$ cat config.mk
export PLATFORM = sky130hd
export DESIGN_NAME = mem_arbiter
export DESIGN_NICKNAME = d
export VERILOG_FILES = /design/src/rtl/mem_arbiter_pkg.sv /design/src/rtl/mem_byte_seq.sv /design/src/rtl/mem_arbiter.sv
export SDC_FILE = /design/constraint.sdc
export NUM_CORES = 1
export LEC_CHECK = 0
export CAP_MARGIN = 20
export CELL_PAD_IN_SITES_DETAIL_PLACEMENT = 1
export CELL_PAD_IN_SITES_GLOBAL_PLACEMENT = 2
export CORE_MARGIN = 1
export CORE_UTILIZATION = 27
export CTS_BUF_LIST = sky130_fd_sc_hd__clkbuf_16
export DETAILED_ROUTE_END_ITERATION = 8
export PLACE_DENSITY_LB_ADDON = 0.1
export RECOVER_POWER = 100
export SLEW_MARGIN = 15
export SYNTH_ARGS = -nofsm -noshare
export SYNTH_HDL_FRONTEND = slang
export SYNTH_SLANG_ARGS = --single-unit
$ cat constraint.sdc
create_clock -name clk_in -period 4 [get_ports clk_in]
set_clock_uncertainty 0.2 [all_clocks]
set_input_delay 0.6 -clock clk_in [delete_from_list [all_inputs] [get_ports clk_in]]
set_output_delay 0.6 -clock clk_in [all_outputs]
set_load 0.005 [all_outputs]
$ cat src/rtl/mem_arbiter_pkg.sv
// Shared definitions for the byte-serial memory arbiter: FSM states, access size
// codes and transfer lengths.
package mem_arbiter_pkg;

    localparam int LEN_W = 3;

    typedef enum logic [2:0] {
        ST_IDLE   = 3'd0,
        ST_IF_RD  = 3'd1,
        ST_MEM_RD = 3'd2,
        ST_MEM_WR = 3'd3,
        ST_DONE   = 3'd4
    } state_e;

    typedef enum logic [1:0] {
        SIZE_B = 2'b00,
        SIZE_H = 2'b01,
        SIZE_W = 2'b10,
        SIZE_X = 2'b11
    } size_e;

    localparam logic [LEN_W-1:0] IF_LEN = 3'd4;

    // The reserved size code behaves as a full word.
    function automatic logic [LEN_W-1:0] size_to_len(input logic [1:0] size);
        logic [LEN_W-1:0] len;
        case (size)
            SIZE_B:  len = 3'd1;
            SIZE_H:  len = 3'd2;
            default: len = 3'd4;
        endcase
        return len;
    endfunction

endpackage

$ cat src/rtl/mem_byte_seq.sv
// Byte sequencer: walks the byte addresses of one transfer and tracks which read
// bytes have actually been captured, so a stall replays from the right byte.
module mem_byte_seq
    import mem_arbiter_pkg::*;
(
    input  logic             clk_i,
    input  logic             rst_i,
    input  logic             start_i,
    input  logic [31:0]      addr_i,
    input  logic [LEN_W-1:0] len_i,
    input  logic             wr_i,
    input  logic             step_i,
    input  logic             stall_i,
    output logic [31:0]      addr_o,
    output logic             issue_o,
    output logic [1:0]       idx_o,
    output logic             cap_o,
    output logic [1:0]       cap_idx_o,
    output logic             last_o
);

    logic [31:0]      base_q;
    logic [LEN_W-1:0] len_q;
    logic             wr_q;
    logic [LEN_W-1:0] cnt_q, cnt_d;
    logic             pend_q, pend_d;
    logic [LEN_W-1:0] issue_idx;
    logic [LEN_W-1:0] last_idx;

    // For reads cnt_q counts captured bytes and pend_q marks a byte in flight.
    assign issue_idx = cnt_q + {{(LEN_W-1){1'b0}}, pend_q};
    assign last_idx  = len_q - 1'b1;
    assign issue_o   = issue_idx < len_q;
    assign addr_o    = base_q + {{(32-LEN_W){1'b0}}, issue_idx};
    assign idx_o     = issue_idx[1:0];
    assign cap_o     = step_i && pend_q && !wr_q;
    assign cap_idx_o = cnt_q[1:0];
    assign last_o    = step_i && (cnt_q == last_idx) && (wr_q || pend_q);

    always_comb begin
        cnt_d  = cnt_q;
        pend_d = pend_q;
        if (start_i) begin
            cnt_d  = '0;
            pend_d = 1'b0;
        end else if (step_i) begin
            if (wr_q) begin
                if (issue_o) cnt_d = cnt_q + 1'b1;
            end else begin
                if (pend_q) cnt_d = cnt_q + 1'b1;
                pend_d = issue_o;
            end
        end else if (stall_i) begin
            // The byte in flight arrives while frozen and is lost; re-issue it.
            pend_d = 1'b0;
        end
    end

    always_ff @(posedge clk_i or posedge rst_i) begin
        if (rst_i) begin
            base_q <= '0;
            len_q  <= '0;
            wr_q   <= 1'b0;
            cnt_q  <= '0;
            pend_q <= 1'b0;
        end else begin
            if (start_i) begin
                base_q <= addr_i;
                len_q  <= len_i;
                wr_q   <= wr_i;
            end
            cnt_q  <= cnt_d;
            pend_q <= pend_d;
        end
    end

endmodule

$ cat src/rtl/mem_arbiter.sv
// Arbiter between instruction fetch and load/store onto a byte-wide RAM with a
// one-cycle read latency. Load/store has priority; transfers are never preempted.
module mem_arbiter
    import mem_arbiter_pkg::*;
(
    input  logic        clk_in,
    input  logic        rst_in,
    input  logic        rdy_in,
    input  logic        if_req_in,
    input  logic [31:0] if_addr_in,
    input  logic        if_flush_in,
    output logic        if_done_out,
    output logic [31:0] if_data_out,
    input  logic        mem_req_in,
    input  logic        mem_wr_in,
    input  logic [31:0] mem_addr_in,
    input  logic [1:0]  mem_size_in,
    input  logic [31:0] mem_wdata_in,
    output logic        mem_done_out,
    output logic [31:0] mem_rdata_out,
    input  logic [7:0]  ram_din,
    output logic [7:0]  ram_dout,
    output logic [31:0] ram_a_out,
    output logic        ram_wr_out
);

    state_e           state_q, state_d;
    logic             is_if_q, is_if_d;
    logic [31:0]      wdata_q, wdata_d;
    logic [31:0]      data_q, data_d;
    logic             xfer, step, stall, start, done_cycle;
    logic [31:0]      start_addr;
    logic [LEN_W-1:0] start_len;
    logic             start_wr;
    logic [31:0]      seq_addr;
    logic             seq_issue, seq_cap, seq_last;
    logic [1:0]       seq_idx, seq_cap_idx;

    assign xfer  = (state_q == ST_IF_RD) || (state_q == ST_MEM_RD) || (state_q == ST_MEM_WR);
    assign step  = xfer && rdy_in;
    assign stall = xfer && !rdy_in;

    assign start_addr = mem_req_in ? mem_addr_in : if_addr_in;
    assign start_len  = mem_req_in ? size_to_len(mem_size_in) : IF_LEN;
    assign start_wr   = mem_req_in && mem_wr_in;

    mem_byte_seq u_seq (
        .clk_i     (clk_in),
        .rst_i     (rst_in),
        .start_i   (start),
        .addr_i    (start_addr),
        .len_i     (start_len),
        .wr_i      (start_wr),
        .step_i    (step),
        .stall_i   (stall),
        .addr_o    (seq_addr),
        .issue_o   (seq_issue),
        .idx_o     (seq_idx),
        .cap_o     (seq_cap),
        .cap_idx_o (seq_cap_idx),
        .last_o    (seq_last)
    );

    always_comb begin
        state_d = state_q;
        is_if_d = is_if_q;
        wdata_d = wdata_q;
        data_d  = data_q;
        start   = 1'b0;
        if (seq_cap) data_d[{seq_cap_idx, 3'b000} +: 8] = ram_din;
        case (state_q)
            ST_IDLE: begin
                if (rdy_in && mem_req_in) begin
                    start   = 1'b1;
                    state_d = mem_wr_in ? ST_MEM_WR : ST_MEM_RD;
                    is_if_d = 1'b0;
                    wdata_d = mem_wdata_in;
                    data_d  = '0;
                end else if (rdy_in && if_req_in && !if_flush_in) begin
                    start   = 1'b1;
                    state_d = ST_IF_RD;
                    is_if_d = 1'b1;
                    data_d  = '0;
                end
            end
            ST_IF_RD: begin
                if (rdy_in && if_flush_in) state_d = ST_IDLE;
                else if (seq_last)         state_d = ST_DONE;
            end
            ST_MEM_RD, ST_MEM_WR: begin
                if (seq_last) state_d = ST_DONE;
            end
            ST_DONE: begin
                if (rdy_in) state_d = ST_IDLE;
            end
            default: state_d = ST_IDLE;
        endcase
    end

    always_ff @(posedge clk_in or posedge rst_in) begin
        if (rst_in) begin
            state_q <= ST_IDLE;
            is_if_q <= 1'b0;
            wdata_q <= '0;
            data_q  <= '0;
        end else begin
            state_q <= state_d;
            is_if_q <= is_if_d;
            wdata_q <= wdata_d;
            data_q  <= data_d;
        end
    end

    // Outputs decode registered state only, so reset clears them immediately.
    assign ram_wr_out    = (state_q == ST_MEM_WR) && rdy_in && seq_issue;
    assign ram_a_out     = (xfer && seq_issue) ? seq_addr : '0;
    assign ram_dout      = ram_wr_out ? wdata_q[{seq_idx, 3'b000} +: 8] : '0;
    assign done_cycle    = (state_q == ST_DONE) && rdy_in;
    assign if_done_out   = done_cycle && is_if_q;
    assign mem_done_out  = done_cycle && !is_if_q;
    assign if_data_out   = if_done_out ? data_q : '0;
    assign mem_rdata_out = mem_done_out ? data_q : '0;

endmodule

* Word-level counts from Yosys, hierarchy flattened
Cells that the tools add are included.
** Word-level totals
- Bits in registers :: 108
- Input port bits :: 113
** Cells by class
- $add $sub $neg :: 5
- Magnitude comparators :: 1
- Eq/ne operators :: 10
- Shift-type cells :: 3
- Muxes and demuxes :: 33
- Reduce and logical (&&, ||, !) cells :: 36
** Operators with widths (number)
- $mux 32 :: 8
- $mux 3 :: 11
- $add 32x3->32 :: 1
- $bwmux 32 :: 1
- $shift 8x7->32 const A :: 1
- $shiftx 32x6->8 :: 1
- $shiftx 8x7->32 :: 1
- $logic_and 1x1->1 :: 17
- $pmux 3 s4 :: 1
- $mux 1 :: 10
- $ne 3x3->1 const B :: 3
- $mux 8 :: 1
- $reduce_and 2->1 :: 4
- $neg 5->7 :: 1
- $eq 3x2->1 const B :: 2
- $pmux 3 s2 :: 1
- $reduce_bool 3->1 :: 2
- $logic_not 1->1 :: 4
- $reduce_bool 2->1 :: 2
- $add 3x1->3 :: 1
- $add 3x1->3 const B :: 1
- $eq 3x1->1 const B :: 1
- $eq 3x3->1 :: 1
- $eq 3x3->1 const B :: 1
- 9 further kinds :: 11

* Depth between registers and ports, before layout
- Word-level depth :: 10
- Gate-level depth with buffers :: 10

* Hierarchy
From an unflattened synthesis, not the netlist that was laid out.
** Unflattened totals
- Cells, all modules :: 652
- Area, all modules :: 6840.3 um^2
** Modules (own cells, without submodules)
- mem_arbiter :: times used 1, cells each 415, area an instance 4370.4 um^2, seq. area each 1701.6 um^2
- mem_byte_seq :: times used 1, cells each 237, area an instance 2469.9 um^2, seq. area each 1001.0 um^2

* Least setup slack after synthesis
Ideal clock, no wire load.
- Kind :: register -> output
- From :: register u_seq.cnt_q[0]
- To :: output port ram_a_out[30]
- Data arrival time :: 3009 ps
- Data required time :: 3200 ps
- Slack :: 191 ps
- Stages on the path, launching flop included :: 11
- Cells stage by stage :: dfrtp_1 ha_1 ha_1 clkbuf_1 inv_1 fa_1 nand2b_1 a21oi_1 nand3_4 or4_1 a21oi_1
** On the way
- Cells in the longest elaborated chain, start to end :: 4
** Ends and longest elaborated chain
- start, declared :: RTL line mem_byte_seq.sv:25 : logic [LEN_W-1:0] cnt_q, cnt_d;
- start signal, assigned :: RTL line mem_byte_seq.sv:72 : cnt_q <= cnt_d;
- $add 3x1->3 (*) :: RTL line mem_byte_seq.sv:31 : assign issue_idx = cnt_q + {{(LEN_W-1){1'b0}}, pend_q};
- parallel branches: the longest is 2 deep, another holds $add 32x3->32
- $mux 32 (*) :: RTL line mem_arbiter.sv:116 : assign ram_a_out = (xfer && seq_issue) ? seq_addr : '0;
- end, declared :: RTL line mem_arbiter.sv:23 : output logic [31:0] ram_a_out,
Mark *: on every way between the ends.

* Final worst setup path
- From :: register u_seq.pend_q
- To :: output port ram_a_out[29]
** On the way
- Cells in the longest elaborated chain, start to end :: 4
** Ends and longest elaborated chain
- start, declared :: RTL line mem_byte_seq.sv:26 : logic pend_q, pend_d;
- start signal, assigned :: RTL line mem_byte_seq.sv:73 : pend_q <= pend_d;
- $add 3x1->3 (*) :: RTL line mem_byte_seq.sv:31
- parallel branches: the longest is 2 deep, another holds $add 32x3->32
- $mux 32 (*) :: RTL line mem_arbiter.sv:116
Marks and branches as above.

==> metrics.txt <==
status finished, violations left; violated checks max-capacitance violations, max-slew violations; GRT Util Overall 0.172; Slew @ Worst Pin about 1.7 ns; FF+latch area ~2700 um2; initial antenna violation count 0; Clock Root Buffer clkbuf_16; most common library cells after synthesis 108 x dfrtp_1, 91 x nand2_1, 69 x and2_1; critical path buffer and inverter count 1; Synth top area share 0.433; layout cells sized above 1 0.122; die height around 150 um; post-synthesis sequential area ratio 0.433; Final setup violation count 0; core area roughly 23000 um2; total power around 5600 uW; max_slew headroom -0.145; Leakage between 0.003 and 0.004 uW; worst hold slack between 0.3 and 0.4 ns; Setup WS pre-CTS between 0.06 and 0.07 ns; Die Width 154 um; hold_buf cts 0; Hold Path Cell Cnt 1; Avg Inst Size Synth between 9 and 10 um2; TritonRoute pass-1 iters 4; Initial Util 0.276; die area approximately 24000 um2; latest clock arrival within the worst-skew pair approximately 0.36 ns; Max Root-Sink Buffers 2; PnR worst setup slack between 0.1 and 0.15 ns; DP Cell Count between 1000 and 1500; std cell rows between 50 and 60; cell accounting for the most synthesized area dfrtp_1; first-pass GRT wire length 31.8 mm; CP delay by family, top adder cells; Antenna diodes 0; Syn. warnings 0; I/O Buffers approximately 220; R2R depth 5; RR Startpoint state_q[2]$_DFFE_PP0P_; period utilization 0.973; gpl congestion about 0.79; most common cell in the netlist dfrtp_1; mapped cell area approximately 6200 um2; register-to-register setup slack approximately 0.8 ns; worst vdd ir between 0.4 and 0.5 mV; Hold EP wdata_q[23]$_DFFE_PP0P_; area delta synth->final 48.9%; endpoints failing hold 0; Worst EP arrival 3.09 ns; fillcell total between 2000 and 3000; hold crit path type reg -> reg; DRC errors left 0; Main synth FF type dfrtp_1; EDFF count, synth 0; CP Max Fanout 5; crit path time final 3.89 ns; TNS Setup 0 ns; Multi-input gate area between 3000 and 4000 um2; vias in the first global route a little under 6000; Setup crit start kind flip-flop; WL/cell around 17 um; Final Slew Violations 72; Peak Freq 257 MHz; CP max stage cell clkdlybuf4s50_1; Final ANT Viol Nets 0; max_cap viols 3; fin cells ~1200; Post-synth ARST share 1.00; clock sinks about 110; Mapped Cells 660; CTS tree done; Total Nets Final 1006; total number of vias between 5000 and 6000; num ports 220; post-synth cell types 45; Yosys reg bits roughly 110; total CTS buffers 9; unrepaired setup endpoints after global routing true; type of the worst setup path reg -> out; critical hold path startpoint wdata_q[23]$_DFFE_PP0P_; syn_nets 788; Total Wirelength 19.8 mm; CP cell instances ha_4, ha_4, xor2_4, ha_4, nand3_4, a21oi_4, nand3_4, or3_1, a21oi_2, clkdlybuf4s50_1; DR vias/cell about 4.7; crit end category output pin; crit path from u_seq.pend_q$_DFFE_PP0P_; worst reg2reg endpoint u_seq.len_q[0]$_DFFE_PP0P_; grt ovf 0; clk slew on worst S/H paths around 0.090 ns; pwr dens 599 nW/um2; most used cell, CP ha_4; H-Tree Depth 3; Area contributors post-synth dfrtp_1 43%, and2_1 6.9%, mux2_2 6.0%, nand2_1 5.5%, mux2i_1 5.5%; max incr delay on CP ~0.50 ns; pin count of the biggest net entering global routing 80; WP data required 3.20 ns; DP Wirelength 14.7 mm; Initial DRC Count between 150 and 200
-- worst register-to-register path: cells and delay by family (launching register included) --
kind | cells | cell delay, ns
compound gates | 2 | 0.45
simple gates | 2 | 0.65
buf+inv | 1 | 1.23
flops | 1 | 0.45
-- stage by stage --
step           area, um2  utilization
2_1_floorplan       6240            -
3_3_place_gp        8800        0.389
3_5_place_dp        8800        0.389
4_1_cts             9210        0.407
5_1_grt             9300        0.411
6_report            9300        0.411
-- registers in the layout, indices dropped and copies added (netlist names) --
register      cells
data_q           32
u_seq.base_q     32
wdata_q          32
state_q           3
u_seq.cnt_q       3
u_seq.len_q       3
is_if_q           1
u_seq.pend_q      1
u_seq.wr_q        1
-- report_power, final --
group          internal [uW]  total, uW  leakage, uW  switching [uW]
Clock                    454        932     0.000152             478
Sequential              1490       1860      0.00138             369
Combinational           1480       2770      0.00237            1300
-- per-layer routing --
metal,up-vias,share of wire,GRT usage
met5,-,0,0
met4,0,0.018,0.0543
met3,21,0.036,0.0310
met2,134,0.49,0.290
met1,2671,0.46,0.221
li1,2690,-,-
-- layout by cell type, fill, tap and decap left out, drive strengths merged, types with 6 or more instances in the layout --
cell / count
xnor2: 7
mux4: 8
dlygate4sd3: 26
ha: 14
nor2b: 10
o21ai: 38
clkdlybuf4s50: 184
mux2: 33
dlygate4sd2: 6
nand4: 12
and2: 69
nand3: 46
inv: 17
buf: 16
mux2i: 34
dfrtp: 108
nor2: 37
xor2: 25
clkbuf: 18
nand2: 91
a21oi: 42
-- logic make-up after synthesis --
group	share of synthesized area
buf+inv	0.0303
mux	0.143
flops	0.433
xor+xnor	0.0449
compound gates	0.0812
fa+ha+maj	0.0313
simple gates	0.237
-- area by class of cell --
cell class / count / share of cell area
Multi-Input combinational cell: 503 / 0.379
Tap cell: 285 / 0.0384
Inverter: 13 / 0.00538
Sequential cell: 108 / 0.291
Clock buffer: 9 / 0.0242
Timing Repair Buffer: 243 / 0.253
Clock inverter: 7 / 0.00902
-- worst max-delay path by stage --
stage,to,slack [ns],depth (start not counted)
after floorplan,ram_a_out[30],0.19,10
after global placement,ram_a_out[30],0.12,11
after detailed placement,ram_a_out[30],0.07,11
after CTS,ram_a_out[8],0.007,12
after global routing,ram_a_out[29],-0.05,10
final,ram_a_out[29],0.11,10
-- repair_timing --
| item | 4_1_cts | 5_1_grt |
|---|---|---|
| endpoints found under the setup margin | 40 | 29 |
| setup buffers | 4 | 0 |
| gates resized for setup | 21 | 22 |
| pin swaps | 6 | 3 |
Power figures use the tool's default switching activity.
